--- src/rtl/y86_pkg.sv ---
// Shared Y86-64 encodings: icodes, ALU functions, condition codes, status.
// Used by every pipeline-stage module of the core.
package y86_pkg;

  localparam logic [3:0] I_HALT   = 4'h0;
  localparam logic [3:0] I_NOP    = 4'h1;
  localparam logic [3:0] I_RRMOVQ = 4'h2;
  localparam logic [3:0] I_IRMOVQ = 4'h3;
  localparam logic [3:0] I_RMMOVQ = 4'h4;
  localparam logic [3:0] I_MRMOVQ = 4'h5;
  localparam logic [3:0] I_OPQ    = 4'h6;
  localparam logic [3:0] I_JXX    = 4'h7;
  localparam logic [3:0] I_CALL   = 4'h8;
  localparam logic [3:0] I_RET    = 4'h9;
  localparam logic [3:0] I_PUSHQ  = 4'hA;
  localparam logic [3:0] I_POPQ   = 4'hB;
  localparam logic [3:0] I_IADDQ  = 4'hC;

  typedef enum logic [1:0] {
    ALU_ADD = 2'd0,
    ALU_SUB = 2'd1,
    ALU_AND = 2'd2,
    ALU_XOR = 2'd3
  } alu_fun_t;

  localparam logic [3:0] C_ALWAYS = 4'h0;
  localparam logic [3:0] C_LE     = 4'h1;
  localparam logic [3:0] C_L      = 4'h2;
  localparam logic [3:0] C_E      = 4'h3;
  localparam logic [3:0] C_NE     = 4'h4;
  localparam logic [3:0] C_GE     = 4'h5;
  localparam logic [3:0] C_G      = 4'h6;

  localparam logic [2:0] S_AOK = 3'd1;
  localparam logic [2:0] S_HLT = 3'd2;
  localparam logic [2:0] S_ADR = 3'd3;
  localparam logic [2:0] S_INS = 3'd4;

  localparam logic [3:0] R_NONE = 4'hF;

  localparam logic [2:0] BUB_STAT  = S_AOK;
  localparam logic [3:0] BUB_ICODE = I_NOP;

  function automatic logic stat_ok(input logic [2:0] s);
    return !(s == S_ADR || s == S_INS || s == S_HLT);
  endfunction

  function automatic logic cond_eval(
    input logic [3:0] ifun,
    input logic       zf,
    input logic       sf,
    input logic       of
  );
    logic lt;
    lt = sf ^ of;
    case (ifun)
      C_ALWAYS: return 1'b1;
      C_LE:     return lt | zf;
      C_L:      return lt;
      C_E:      return zf;
      C_NE:     return ~zf;
      C_GE:     return ~lt;
      C_G:      return ~lt & ~zf;
      default:  return 1'b0;
    endcase
  endfunction

endpackage

--- src/rtl/y86_alu.sv ---
// Combinational Y86-64 ALU: result = b op a, with ZF/SF/OF.
// Wraps modulo 2^W; AND/XOR never overflow.
module y86_alu
  import y86_pkg::*;
#(
  parameter int unsigned W = 64
) (
  input  logic [W-1:0] alu_a,
  input  logic [W-1:0] alu_b,
  input  alu_fun_t     alu_fun,
  output logic [W-1:0] result,
  output logic         zf,
  output logic         sf,
  output logic         of
);

  logic sa, sb, sr;

  assign sa = alu_a[W-1];
  assign sb = alu_b[W-1];
  assign sr = result[W-1];

  always_comb begin
    result = '0;
    of     = 1'b0;
    unique case (alu_fun)
      ALU_ADD: begin
        result = alu_b + alu_a;
        of     = (sa == sb) && (sr != sa);
      end
      ALU_SUB: begin
        result = alu_b - alu_a;
        of     = (sb != sa) && (sr != sb);
      end
      ALU_AND: result = alu_b & alu_a;
      ALU_XOR: result = alu_b ^ alu_a;
    endcase
  end

  assign zf = (result == '0);
  assign sf = sr;

endmodule

--- src/rtl/execute_stage.sv ---
// Y86-64 execute stage: ALU, CC register, cmov squash, E->M register.
// Define EXEC_IADDQ_EN to add the IADDQ (icode C) instruction.
module execute_stage
  import y86_pkg::*;
#(
  parameter int unsigned W     = 64,
  parameter logic [3:0]  RNONE = R_NONE
) (
  input  logic         clk,
  input  logic         rst_n,
  input  logic [2:0]   E_stat,
  input  logic [3:0]   E_icode,
  input  logic [3:0]   E_ifun,
  input  logic [W-1:0] E_valC,
  input  logic [W-1:0] E_valA,
  input  logic [W-1:0] E_valB,
  input  logic [3:0]   E_dstE,
  input  logic [3:0]   E_dstM,
  input  logic [2:0]   m_stat,
  input  logic [2:0]   W_stat,
  input  logic         M_stall,
  input  logic         M_bubble,
  output logic [W-1:0] e_valE,
  output logic         e_Cnd,
  output logic [3:0]   e_dstE,
  output logic [2:0]   M_stat,
  output logic [3:0]   M_icode,
  output logic         M_Cnd,
  output logic [W-1:0] M_valE,
  output logic [W-1:0] M_valA,
  output logic [3:0]   M_dstE,
  output logic [3:0]   M_dstM,
  output logic         cc_zf,
  output logic         cc_sf,
  output logic         cc_of
);

  localparam logic [W-1:0] STEP = W'(8);

  logic [W-1:0] alu_a;
  logic [W-1:0] alu_b;
  alu_fun_t     alu_fun;
  logic         alu_zf;
  logic         alu_sf;
  logic         alu_of;
  logic         is_alu_op;
  logic         set_cc;

  always_comb begin
    alu_a = '0;
    case (E_icode)
      I_RRMOVQ, I_OPQ:             alu_a = E_valA;
      I_IRMOVQ, I_RMMOVQ, I_MRMOVQ: alu_a = E_valC;
      I_CALL, I_PUSHQ:             alu_a = '0 - STEP;
      I_RET, I_POPQ:               alu_a = STEP;
`ifdef EXEC_IADDQ_EN
      I_IADDQ:                     alu_a = E_valC;
`endif
      default:                     alu_a = '0;
    endcase
  end

  always_comb begin
    alu_b = '0;
    case (E_icode)
      I_RMMOVQ, I_MRMOVQ, I_OPQ,
      I_CALL, I_PUSHQ,
      I_RET, I_POPQ:               alu_b = E_valB;
`ifdef EXEC_IADDQ_EN
      I_IADDQ:                     alu_b = E_valB;
`endif
      default:                     alu_b = '0;
    endcase
  end

  assign alu_fun = (E_icode == I_OPQ)
                 ? alu_fun_t'(E_ifun[1:0])
                 : ALU_ADD;

  y86_alu #(.W(W)) u_alu (
    .alu_a   (alu_a),
    .alu_b   (alu_b),
    .alu_fun (alu_fun),
    .result  (e_valE),
    .zf      (alu_zf),
    .sf      (alu_sf),
    .of      (alu_of)
  );

  always_comb begin
    is_alu_op = (E_icode == I_OPQ);
`ifdef EXEC_IADDQ_EN
    if (E_icode == I_IADDQ) is_alu_op = 1'b1;
`endif
  end

  // Excepting instructions further down must not leave CC side effects.
  assign set_cc = is_alu_op && stat_ok(m_stat) && stat_ok(W_stat);

  always_ff @(posedge clk) begin
    if (!rst_n) begin
      cc_zf <= 1'b1;
      cc_sf <= 1'b0;
      cc_of <= 1'b0;
    end else if (set_cc) begin
      cc_zf <= alu_zf;
      cc_sf <= alu_sf;
      cc_of <= alu_of;
    end
  end

  assign e_Cnd  = cond_eval(E_ifun, cc_zf, cc_sf, cc_of);
  assign e_dstE = (E_icode == I_RRMOVQ && !e_Cnd) ? RNONE : E_dstE;

  always_ff @(posedge clk) begin
    if (!rst_n || M_bubble) begin
      M_stat  <= BUB_STAT;
      M_icode <= BUB_ICODE;
      M_Cnd   <= 1'b0;
      M_valE  <= '0;
      M_valA  <= '0;
      M_dstE  <= RNONE;
      M_dstM  <= RNONE;
    end else if (!M_stall) begin
      M_stat  <= E_stat;
      M_icode <= E_icode;
      M_Cnd   <= e_Cnd;
      M_valE  <= e_valE;
      M_valA  <= E_valA;
      M_dstE  <= e_dstE;
      M_dstM  <= E_dstM;
    end
  end

endmodule

--- config.mk ---
export PLATFORM = sky130hd
export DESIGN_NAME = execute_stage
export DESIGN_NICKNAME = d
export VERILOG_FILES = /design/src/rtl/y86_pkg.sv /design/src/rtl/y86_alu.sv /design/src/rtl/execute_stage.sv
export SDC_FILE = /design/constraint.sdc
export NUM_CORES = 1
export LEC_CHECK = 0
export CORE_ASPECT_RATIO = 1.75
export CORE_UTILIZATION = 25
export DETAILED_ROUTE_END_ITERATION = 10
export GPL_ROUTABILITY_DRIVEN = 0
export GPL_TIMING_DRIVEN = 0
export HOLD_SLACK_MARGIN = 0.03
export PLACE_DENSITY_LB_ADDON = 0.25
export SLEW_MARGIN = 10
export SYNTH_ARGS = -nofsm -noshare
export SYNTH_HDL_FRONTEND = slang
export SYNTH_SLANG_ARGS = --single-unit
--- constraint.sdc ---
create_clock -name clk -period 14.5 [get_ports clk]
set_input_delay 1.45 -clock clk [delete_from_list [all_inputs] [get_ports clk]]
set_output_delay 1.45 -clock clk [all_outputs]
set_load 0.01 [all_outputs]
==> out/metrics.csv <==
metric;value;unit
data required time at the worst endpoint;13050;ps
Crit Path Class;primary input to output pin;
CP endpoint kind;output pin;
share of post-route cells with drive strength above 1;0.0570;
top library cells by usage in the layout, fill and taps aside;434 x sky130_fd_sc_hd__clkdlybuf4s50_1, 255 x sky130_fd_sc_hd__nor2_1, 207 x sky130_fd_sc_hd__a21oi_1;
Mapped Nets;2355;
endpoints failing setup;0;
area fraction in and, or, nand and nor cells after synthesis;0.223;
total of fill cells in the finished design;6372;
clk_lat worst skew;480;ps
global router's overall resource usage;0.250;
overflow left after global routing;0;
area fraction in compound gates after synthesis;0.231;
count of flip-flops with a built-in enable after synthesis;0;
CP startpoint kind;primary input;
minimum clock period;11400;ps
Relative slew margins;0.214;
DR iter-0 viols;1017;
met1 Usage GRT;0.270;
Die Ht;329;um
worst min-delay path category;flop to flop;
root buf cell;sky130_fd_sc_hd__clkbuf_16;
final hold viol count;0;
Total Wirelength;78.7;mm
Top Usage Layer GRT;met2;
Vias per Instance;5.27;
Top Ports;437;
fraction of the cycle the final worst path needs;0.786;
count of standard-cell rows;119;
standby leakage power;8.94;nW
critical path arrival;9950;ps
setup repair after global routing missed its margin;false;
routed wirelength normalized by instance count;24.1;um
adder and majority gate portion of the synthesized area;0.104;
number of distinct standard cells referenced by the synthesized netlist;92;
area delta synth->final;38.9;%
router iterations before antenna repair;7;
maximum number of pins on one net before global-route repair;17;
mean post-synth cell area;7.58;sq um
maximum fanout count along the critical path;10;
Util after Layout;0.352;
vias in the first global route;16900;
Port Buffer Count;434;
Total Die Area;61900;sq um
register-to-register path setup slack;11650;ps
warnings from Yosys;0;
Cells after Synth;2008;
pre-CTS worst setup slack;3330;ps
PnR Total Power;1.71;mW
clock tree from TritonCTS;yes;
multiplexer area fraction after synthesis;0.122;
total of cells resized after clock tree synthesis;0;
number of max-cap violations;0;
Post-Synth XOR/XNOR Area;0.0647;
worst stage delay on the critical path;870;ps
# nets final;2809;
Finished Cell Area;21100;sq um
Die W;189;um
proportion of synthesized chip area in sequential cells;0.193;
setup TNS;0;ps
Post-Synthesis Cell Area;15200;sq um
Tightest Pin Transition;1180;ps
initial core utilization;0.253;
asr flop ratio synth;0;
final critical-path setup slack;3100;ps
outcome;finished clean;
maximum root-to-sink buffer count;2;
hold bufs inserted after CTS;0;
Residual DRC;0;
Final Max Tran Viols;0;
register bit total from synthesis;147;
global-route met3 utilization;0.0507;
number of buffers created by CTS;17;
half-perimeter wire length of the detailed placement result;66.4;mm
area of the core;60200;sq um
met2 routing resource usage after global routing;0.448;
Highest Clock Rate;87.7;MHz
standard cell with the maximum stage delay on the critical path;sky130_fd_sc_hd__o41ai_1;
Synth Flop Type;sky130_fd_sc_hd__dfxtp_1;
Post-DP Area;20600;sq um
wire length of the first global-routing pass;113;mm
number of setup buffers added after CTS;0;
most frequent standard cell in the layout excluding fill and tap cells;sky130_fd_sc_hd__clkdlybuf4s50_1;
total vias in the final route;17200;
clock sink count;147;
antenna violations before repair;10;
worst clock skew;3.08;ps
clock edge transition at the registers on the reported setup and hold paths;60;ps
Max H-tree Level;4;
worst supply voltage drop on vdd;0.0949;mV
power density over the cells;80.8;nW/um^2
remaining number of nets flagged by the antenna check after routing;0;
combinational family with the most area after synthesis;compound AO/OA/AOI/OAI gates;
per-layer routing:
metal  wire length, um  share of wire  up-vias
met1             29600           0.38     8001
li1                  -              -     8111
met2             39200           0.50      856
met5                93         0.0012        -
met4              4650          0.059       14
met3              5230          0.066      199
synth_stat cells, types with 5 or more instances:
cell type | number | area, sq um
sky130_fd_sc_hd__dfxtp_1 | 147 | 2940
sky130_fd_sc_hd__nor2_1 | 255 | 957
sky130_fd_sc_hd__o21ai_0 | 92 | 460
sky130_fd_sc_hd__buf_6 | 9 | 101
sky130_fd_sc_hd__xor2_1 | 32 | 280
sky130_fd_sc_hd__o22ai_1 | 5 | 31.3
sky130_fd_sc_hd__o21bai_1 | 13 | 97.6
sky130_fd_sc_hd__nor3_1 | 27 | 135
sky130_fd_sc_hd__nand3b_1 | 8 | 60.1
sky130_fd_sc_hd__and3_1 | 9 | 56.3
sky130_fd_sc_hd__and4_1 | 8 | 70.1
sky130_fd_sc_hd__o21a_1 | 10 | 75.1
sky130_fd_sc_hd__mux2_2 | 11 | 124
sky130_fd_sc_hd__buf_4 | 9 | 67.6
sky130_fd_sc_hd__or3_1 | 13 | 81.3
sky130_fd_sc_hd__a21oi_2 | 7 | 61.3
sky130_fd_sc_hd__nor2b_1 | 19 | 119
sky130_fd_sc_hd__nor3b_1 | 7 | 52.6
sky130_fd_sc_hd__a31oi_1 | 28 | 175
sky130_fd_sc_hd__o211ai_1 | 13 | 97.6
sky130_fd_sc_hd__nand4_1 | 29 | 181
sky130_fd_sc_hd__or2_2 | 9 | 56.3
sky130_fd_sc_hd__nand2_1 | 132 | 495
sky130_fd_sc_hd__ha_1 | 125 | 1560
sky130_fd_sc_hd__and2_1 | 73 | 457
sky130_fd_sc_hd__inv_1 | 84 | 315
sky130_fd_sc_hd__nand4b_1 | 5 | 43.8
sky130_fd_sc_hd__buf_2 | 24 | 120
sky130_fd_sc_hd__a2bb2oi_1 | 27 | 236
sky130_fd_sc_hd__nand3_1 | 34 | 170
sky130_fd_sc_hd__a211oi_1 | 26 | 195
sky130_fd_sc_hd__mux2i_1 | 173 | 1730
sky130_fd_sc_hd__xnor2_1 | 76 | 666
sky130_fd_sc_hd__clkbuf_1 | 69 | 259
sky130_fd_sc_hd__a31o_2 | 8 | 70.1
sky130_fd_sc_hd__o41ai_1 | 5 | 43.8
sky130_fd_sc_hd__nand2b_1 | 11 | 68.8
sky130_fd_sc_hd__a21oi_1 | 207 | 1040
sky130_fd_sc_hd__o31ai_1 | 13 | 97.6
sky130_fd_sc_hd__a21boi_0 | 5 | 37.5
sky130_fd_sc_hd__a21o_1 | 28 | 210
sky130_fd_sc_hd__buf_1 | 23 | 86.3
sky130_fd_sc_hd__nor4_1 | 14 | 87.6
critical path: cells and delay by family:
family          cells  cell delay [ps]
compound gates     11             4320
buf+inv             7             2300
simple gates        6             1380
fa+ha+maj           1              300
xor+xnor            2              190
sequential cells by signal, indices dropped and copies added, names as in the netlist:
signal / count
M_Cnd: 1
M_dstE: 4
M_dstM: 4
M_icode: 4
M_stat: 3
M_valA: 64
M_valE: 64
cc_of: 1
cc_sf: 1
cc_zf: 1
final timing paths:
kind / from / end / cells after the start
max reg2reg: cc_sf / M_dstE[3] / 9
min reg2reg: M_valE[41] / M_valE[41] / 2
max: E_icode[2] / e_valE[60] / 27
min: M_valE[41] / M_valE[41] / 2
cell type report:
class / count / area (sq um) / share of cell area
diodes: 3 / 7.51 / 0.000355
plain buffers: 134 / 636 / 0.0301
clock buffers: 19 / 433 / 0.0205
clock inverters: 12 / 134 / 0.00633
inverters: 84 / 315 / 0.0149
multi-input cells: 1643 / 11300 / 0.536
flip-flops and latches: 147 / 2940 / 0.139
well taps: 786 / 983 / 0.0465
repair buffers: 435 / 4350 / 0.206
metrics by stage:
step / std cells / hold WS [ps]
after floorplan: 2008 / 486
after global placement: 3228 / 454
after detailed placement: 3228 / 466
after CTS: 3259 / 475
after global routing: 3262 / 502
final: 3263 / 475
cells by family (layout without fill, tap and decap cells):
logic type	after synthesis	after routing
buffers and inverters	218	684
DFF	147	147
AOI/OAI and AO/OA	544	544
adders and majority gates	126	126
muxes	184	184
xor gates and xnor gates	110	110
and+or+nand+nor	679	679
other	0	3
report_power, final:
group	switching, mW	internal (mW)	total (mW)
Combinational	0.467	0.355	0.822
Clock	0.205	0.252	0.457
Sequential	0.00904	0.421	0.430
Total	0.681	1.03	1.71
Power figures use the tool's default switching activity.
